<file path="src/rtl/matrix_mem_responder_pkg.sv">
`default_nettype none
// ============================================================================
// Module      : matrix_mem_responder_pkg
// Description : Shared widths, coprocessor word addresses and FSM encoding
//               for the matrix memory responder.
// Revision    : 1.0 - initial release
// ============================================================================
package matrix_mem_responder_pkg;

    localparam int WORD_W         = 256;
    localparam int ELEM_W         = 8;
    localparam int BYTES_PER_WORD = 32;
    localparam int CNT_W          = $clog2(BYTES_PER_WORD);

    localparam logic [7:0] ADDR_A   = 8'd0;
    localparam logic [7:0] ADDR_B   = 8'd1;
    localparam logic [7:0] ADDR_RES = 8'd2;

    // Host select value with no backing word.
    localparam logic [1:0] SEL_INVALID = 2'd3;

    typedef logic [WORD_W-1:0] word_t;

    typedef enum logic [1:0] {
        ST_IDLE   = 2'd0,
        ST_LOAD   = 2'd1,
        ST_COMMIT = 2'd2,
        ST_DUMP   = 2'd3
    } state_e;

endpackage : matrix_mem_responder_pkg
`default_nettype wire

</file>
<file path="src/rtl/matrix_byte_packer.sv">
`default_nettype none
// ============================================================================
// Module      : matrix_byte_packer
// Description : 256-bit staging register with a 5-bit byte counter. Bytes are
//               written (load path) or read (dump path) MSB byte first.
// Revision    : 1.0 - initial release
// ============================================================================
module matrix_byte_packer
    import matrix_mem_responder_pkg::*;
(
    input  logic              clk,
    input  logic              rst_n,
    input  logic              i_clear,
    input  logic              i_load,
    input  word_t             i_load_word,
    input  logic              i_push,
    input  logic [ELEM_W-1:0] i_push_byte,
    input  logic              i_advance,
    output word_t             o_word,
    output logic [ELEM_W-1:0] o_byte,
    output logic [CNT_W-1:0]  o_count
);

    word_t             r_stage;
    logic [CNT_W-1:0]  r_count;
    logic [7:0]        w_lsb;

    // Byte k lives at bits 255-8k:248-8k, whose LSB index is 8*(31-k).
    assign w_lsb   = {~r_count, 3'b000};
    assign o_word  = r_stage;
    assign o_byte  = r_stage[w_lsb +: ELEM_W];
    assign o_count = r_count;

    // Staging/counter update: clear > snapshot > byte write > byte advance.
    always_ff @(posedge clk or negedge rst_n) begin
        if (!rst_n) begin
            r_stage <= '0;
            r_count <= '0;
        end else if (i_clear) begin
            r_stage <= '0;
            r_count <= '0;
        end else if (i_load) begin
            r_stage <= i_load_word;
            r_count <= '0;
        end else if (i_push) begin
            r_stage[w_lsb +: ELEM_W] <= i_push_byte;
            r_count                  <= r_count + 1'b1;
        end else if (i_advance) begin
            r_count <= r_count + 1'b1;
        end
    end

endmodule : matrix_byte_packer
`default_nettype wire

</file>
<file path="src/rtl/matrix_mem_responder.sv">
`default_nettype none
// ============================================================================
// Module      : matrix_mem_responder
// Description : Three-word matrix memory with a 1-cycle coprocessor port and
//               a host byte-stream port for loading and dumping words.
// Revision    : 1.0 - initial release
// ============================================================================
module matrix_mem_responder
    import matrix_mem_responder_pkg::*;
(
    input  logic              clk,
    input  logic              rst_n,
    input  logic [7:0]        i_address,
    input  logic              i_wren,
    input  word_t             i_wr_data,
    output word_t             o_data,
    output logic              o_addr_err,
    input  logic [1:0]        i_host_sel,
    input  logic              i_host_in_valid,
    output logic              o_host_in_ready,
    input  logic [ELEM_W-1:0] i_host_in_byte,
    input  logic              i_host_in_last,
    input  logic              i_host_dump_req,
    output logic              o_host_out_valid,
    input  logic              i_host_out_ready,
    output logic [ELEM_W-1:0] o_host_out_byte,
    output logic              o_host_out_last,
    output logic              o_busy
);

    localparam logic [CNT_W-1:0] c_LAST_IDX = CNT_W'(BYTES_PER_WORD - 1);

    state_e            r_state;
    logic [1:0]        r_sel;
    logic              r_in_ready;
    logic              r_out_valid;
    word_t             r_mem [3];
    word_t             r_data;
    logic              r_addr_err;

    word_t             w_rd_word;
    word_t             w_sel_word;
    word_t             w_stage;
    logic [CNT_W-1:0]  w_count;
    logic              w_in_hs;
    logic              w_out_hs;
    logic              w_start_load;
    logic              w_start_dump;
    logic              w_conflict;
    logic              w_commit_we;

    assign w_in_hs      = (r_state == ST_LOAD) && i_host_in_valid && r_in_ready;
    assign w_out_hs     = (r_state == ST_DUMP) && r_out_valid && i_host_out_ready;
    assign w_start_load = (r_state == ST_IDLE) && i_host_in_valid;
    assign w_start_dump = (r_state == ST_IDLE) && !i_host_in_valid && i_host_dump_req;
    // A coprocessor write to the word being committed takes the cycle.
    assign w_conflict   = i_wren && (r_sel != SEL_INVALID) && (i_address == {6'b0, r_sel});
    assign w_commit_we  = (r_state == ST_COMMIT) && (r_sel != SEL_INVALID) && !w_conflict;

    assign o_data           = r_data;
    assign o_addr_err       = r_addr_err;
    assign o_host_in_ready  = r_in_ready;
    assign o_host_out_valid = r_out_valid;
    assign o_host_out_last  = r_out_valid && (w_count == c_LAST_IDX);
    assign o_busy           = (r_state != ST_IDLE);

    // Coprocessor read mux; out-of-range addresses read as zero.
    always_comb begin
        w_rd_word = '0;
        case (i_address)
            ADDR_A:   w_rd_word = r_mem[0];
            ADDR_B:   w_rd_word = r_mem[1];
            ADDR_RES: w_rd_word = r_mem[2];
            default:  w_rd_word = '0;
        endcase
    end

    // Host-selected word for the dump snapshot; the invalid select yields zero.
    always_comb begin
        w_sel_word = '0;
        case (i_host_sel)
            2'd0:    w_sel_word = r_mem[0];
            2'd1:    w_sel_word = r_mem[1];
            2'd2:    w_sel_word = r_mem[2];
            default: w_sel_word = '0;
        endcase
    end

    matrix_byte_packer u_packer (
        .clk         (clk),
        .rst_n       (rst_n),
        .i_clear     (w_start_load),
        .i_load      (w_start_dump),
        .i_load_word (w_sel_word),
        .i_push      (w_in_hs),
        .i_push_byte (i_host_in_byte),
        .i_advance   (w_out_hs),
        .o_word      (w_stage),
        .o_byte      (o_host_out_byte),
        .o_count     (w_count)
    );

    // Registered coprocessor read data and out-of-range flag.
    always_ff @(posedge clk or negedge rst_n) begin
        if (!rst_n) begin
            r_data     <= '0;
            r_addr_err <= 1'b0;
        end else begin
            r_data     <= w_rd_word;
            r_addr_err <= (i_address > ADDR_RES);
        end
    end

    // Memory words: coprocessor writes always land; host commits fill idle slots.
    always_ff @(posedge clk or negedge rst_n) begin
        if (!rst_n) begin
            for (int i = 0; i < 3; i++) begin
                r_mem[i] <= '0;
            end
        end else begin
            for (int i = 0; i < 3; i++) begin
                if (i_wren && (i_address == 8'(i))) begin
                    r_mem[i] <= i_wr_data;
                end else if (w_commit_we && (r_sel == 2'(i))) begin
                    r_mem[i] <= w_stage;
                end
            end
        end
    end

    // Host transfer FSM with registered handshake outputs.
    always_ff @(posedge clk or negedge rst_n) begin
        if (!rst_n) begin
            r_state     <= ST_IDLE;
            r_sel       <= 2'd0;
            r_in_ready  <= 1'b0;
            r_out_valid <= 1'b0;
        end else begin
            case (r_state)
                ST_IDLE: begin
                    if (i_host_in_valid) begin
                        r_state    <= ST_LOAD;
                        r_sel      <= i_host_sel;
                        r_in_ready <= 1'b1;
                    end else if (i_host_dump_req) begin
                        r_state     <= ST_DUMP;
                        r_sel       <= i_host_sel;
                        r_out_valid <= 1'b1;
                    end
                end
                ST_LOAD: begin
                    if (w_in_hs && (i_host_in_last || (w_count == c_LAST_IDX))) begin
                        r_state    <= ST_COMMIT;
                        r_in_ready <= 1'b0;
                    end
                end
                ST_COMMIT: begin
                    if (!w_conflict) begin
                        r_state <= ST_IDLE;
                    end
                end
                ST_DUMP: begin
                    if (w_out_hs && (w_count == c_LAST_IDX)) begin
                        r_state     <= ST_IDLE;
                        r_out_valid <= 1'b0;
                    end
                end
                default: begin
                    r_state     <= ST_IDLE;
                    r_in_ready  <= 1'b0;
                    r_out_valid <= 1'b0;
                end
            endcase
        end
    end

endmodule : matrix_mem_responder
`default_nettype wire

</file>
<file path="config.mk">
export PLATFORM = sky130hd
export DESIGN_NAME = matrix_mem_responder
export DESIGN_NICKNAME = d
export VERILOG_FILES = /design/src/rtl/matrix_mem_responder_pkg.sv /design/src/rtl/matrix_byte_packer.sv /design/src/rtl/matrix_mem_responder.sv
export SDC_FILE = /design/constraint.sdc
export NUM_CORES = 2
export LEC_CHECK = 0
export BUFFER_PORTS_ARGS = -buffer_cell sky130_fd_sc_hd__clkbuf_2
export CORE_UTILIZATION = 40
export DETAILED_ROUTE_END_ITERATION = 6
export SKIP_CTS_REPAIR_TIMING = 1
export SLEW_MARGIN = 10
export SYNTH_ARGS = -nofsm -noshare
export SYNTH_HDL_FRONTEND = slang
export SYNTH_HIERARCHICAL = 1
export SYNTH_SLANG_ARGS = --single-unit
</file>
<file path="constraint.sdc">
create_clock -name clk -period 4.57 [get_ports clk]
set_clock_uncertainty 0.1 [all_clocks]
set_input_delay 0.457 -clock clk [delete_from_list [all_inputs] [get_ports clk]]
set_output_delay 0.457 -clock clk [all_outputs]
set_load 0.02 [all_outputs]
</file>
==> results.yml <==
status:
  status: "complete, but fails checks"
  violations: "negative hold slack"
place:
  dp_hpwl_um: 184000
  routabilityCongestion: 0.966
  io_buffer_count: 549
clock_tree:
  cts_max_path_buffers: 3
  cts.clk_slew.worst_paths_ns: 0.06
  cts_sinks: 1292
  cts-root-buf: "clkbuf_16"
  htree_levels: 4
  clock_latency_ns: 0.82
  cts_tree: "built"
  cts_buffers: 151
final_layout:
  regArea_mm2: 0.0323
  multi_input_area_mm2: 0.0341
  area_growth_pct: 18.4
  drive_above_1_share: 0.144
  final_nets: 7685
  fillers: 15700
  layout_common_cells: "mux2i_1, dfrtp_1, nor2_1, a21oi_1, nand2_1"
  final_common_cell: "mux2i_1"
power:
  leakage_nw: 37.1
  internal_power_mw: 27.9
  power_density_mw_per_mm2: 532
  p_clk_frac: 0.296
  netSwitchingFraction: 0.357
  ir_drop_mv: 0.381
  p_seq_frac: 0.413
  power.total_mw: 43.3
  comb_power_share: 0.290
  netSwitchingPower_mw: 15.5
routing:
  drc: 0
  wl_per_cell_um: 28.6
  drtPass1Iterations: 6
  wirelength_um: 279000
  num_vias: 58600
  via_per_inst: 6.01
  antenna_violating_nets_post_route: 0
  drt_iter0_drc: 6467
logic_synthesis:
  syn_nets: 7168
  synth-compound-area-share: 0.169
  async_flop_share: 1.00
  syn_avg_cell_area_um2: 9.99
  synth_warnings: 6
  yosysUniqueCellTypes: 78
  synth_cells: 6882
  syn-cell-area_mm2: 0.0688
  yosysSeqAreaShare: 0.470
  ys.flop_type: "dfrtp_1"
  yosys.area_share.simple: 0.102
  synth.area.mux_share: 0.222
  synth_top_family_by_area: "multiplexers"
  synth_fa_ha_area_frac: 0.000910
  synth-xor-area-share: 0.00115
  synth_edf_count: 0
  synth_seq_cells: 1292
setup_path:
  crit_required_ns: 4.01
  crit_type: "reg2out"
  end_kind: "primary output"
  critical_path.max_fanout: 48
  start_kind: "register"
  reg2reg_depth: 7
  arrival_ns: 3.86
flow_run:
  drv_cap: 0
floorplan:
  fp.dieArea_mm2: 0.174
  core_mm2: 0.170
  start_util: 0.404
  rows: 151
  fp.dieH_um: 417
  fp.dieW_um: 417
  pin_count: 550
sta:
  report.final.slew_viol_count: 0
  hold_viol_final: 1
  finalSetupTns_ns: 0
  grt_setup_unrepaired: "no"
  fmax_mhz: 226
  worst_pin_slew_ns: 1.40
  relSlewSlack: 0.0643
  final-setup-viol-count: 0
  period_minus_slack_ns: 4.42
  holdWs_ns: -0.0220
  min_period_over_period: 0.967
min_path:
  hp-class: "in2reg"
  whs_path_depth: 3
global_routing:
  gr-usage-all-layers: 0.312
  grt_pass1_vias: 55300
  grt_first_pass_wirelength_um: 399000
  grt_max_degree: 170
  grt-ovfl-total: 0
  antenna_found_initial: 34
[sequential cells by signal, indices dropped and copies added (netlist names)]
register and count:
o_host_in_ready 1, u_packer/o_count 5, r_mem 768, o_host_out_valid 1, r_sel 2, o_data 256
u_packer/o_word 256, o_addr_err 1, r_state 2
[cells in the mapped netlist (all sizes together), types with 18 or more instances]
cell,count,share of area
clkbuf,356,0.019
o31ai,18,0.0032
nand2,595,0.033
buf,207,0.015
a22oi,32,0.0035
o2bb2ai,82,0.011
a22o,223,0.028
a21o,34,0.0037
o21ai,319,0.023
mux4,80,0.026
mux2i,1327,0.19
mux2,19,0.0031
o21a,255,0.028
nor2,1048,0.057
a21oi,803,0.059
a32o,34,0.0049
dfrtp,1292,0.47
[per-stage QoR]
stage                     utilization  hold WS [ns]  setup slack, ns  cells  instance area, um^2
after floorplan                     -        0.0614             1.29   6882                68800
after global placement          0.433         0.415            0.884   9205                73600
after detailed placement        0.433         0.415            0.874   9205                73600
after CTS                       0.463        -0.465            0.123   9477                78800
after global routing            0.479        0.0239           0.0563   9746                81400
final                           0.479       -0.0220            0.150   9751                81400
[per-layer routing]
layer | wire length, um | up-vias | track usage
li1 | - | 25600 | -
met1 | 112000 | 29700 | 0.408
met2 | 130000 | 2787 | 0.484
met3 | 21800 | 602 | 0.0617
met4 | 15800 | 22 | 0.176
met5 | 148 | - | 0
[cells by family after synthesis]
family	after synthesis
simple gates	1743
compound gates	1839
fa+ha+maj	5
xor+xnor	6
mux	1426
flops	1292
buf+inv	571
[path summary, 6_finish.rpt]
path	start	end	slack, ns
worst max register to register	u_packer/o_count[0]	u_packer/o_word[39]	0.72
min in group asynchronous	rst_n	o_data[202]	0.15
max in group asynchronous	rst_n	r_mem[634]	2.90
worst min register to register	r_mem[416]	o_data[160]	0.44
worst min-delay path	i_host_in_valid	o_host_in_ready	-0.02
worst max-delay path	u_packer/o_count[0]	o_host_out_byte[4]	0.15
[power by group through the flow]
| stage | Clock (mW) | Combinational [mW] | Sequential, mW |
|---|---|---|---|
| after floorplan | 0 | 8.88 | 16.8 |
| after global placement | 0 | 12.0 | 17.8 |
| after detailed placement | 0 | 12.2 | 17.9 |
| after CTS | 13.0 | 12.2 | 17.8 |
| after global routing | 13.4 | 13.6 | 18.2 |
| final | 12.8 | 12.6 | 17.9 |
[cell type report]
| class | count | share of cell area |
|---|---|---|
| inverter | 8 | 0.000369 |
| tap | 2218 | 0.0341 |
| antenna | 15 | 0.000461 |
| timing repair buffer | 927 | 0.0849 |
| multi-input combinational | 5019 | 0.419 |
| sequential | 1292 | 0.397 |
| clock inverter | 54 | 0.00867 |
| clock buffer | 218 | 0.0552 |
[critical path, stage by stage (launching register included)]
cell and delay [ns]:
dfrtp_4 0.89, buf_12 0.40, mux4_2 0.61, mux4_2 0.51, mux2_2 0.38, clkbuf_2 0.19
(Power assumes the default switching activity.)
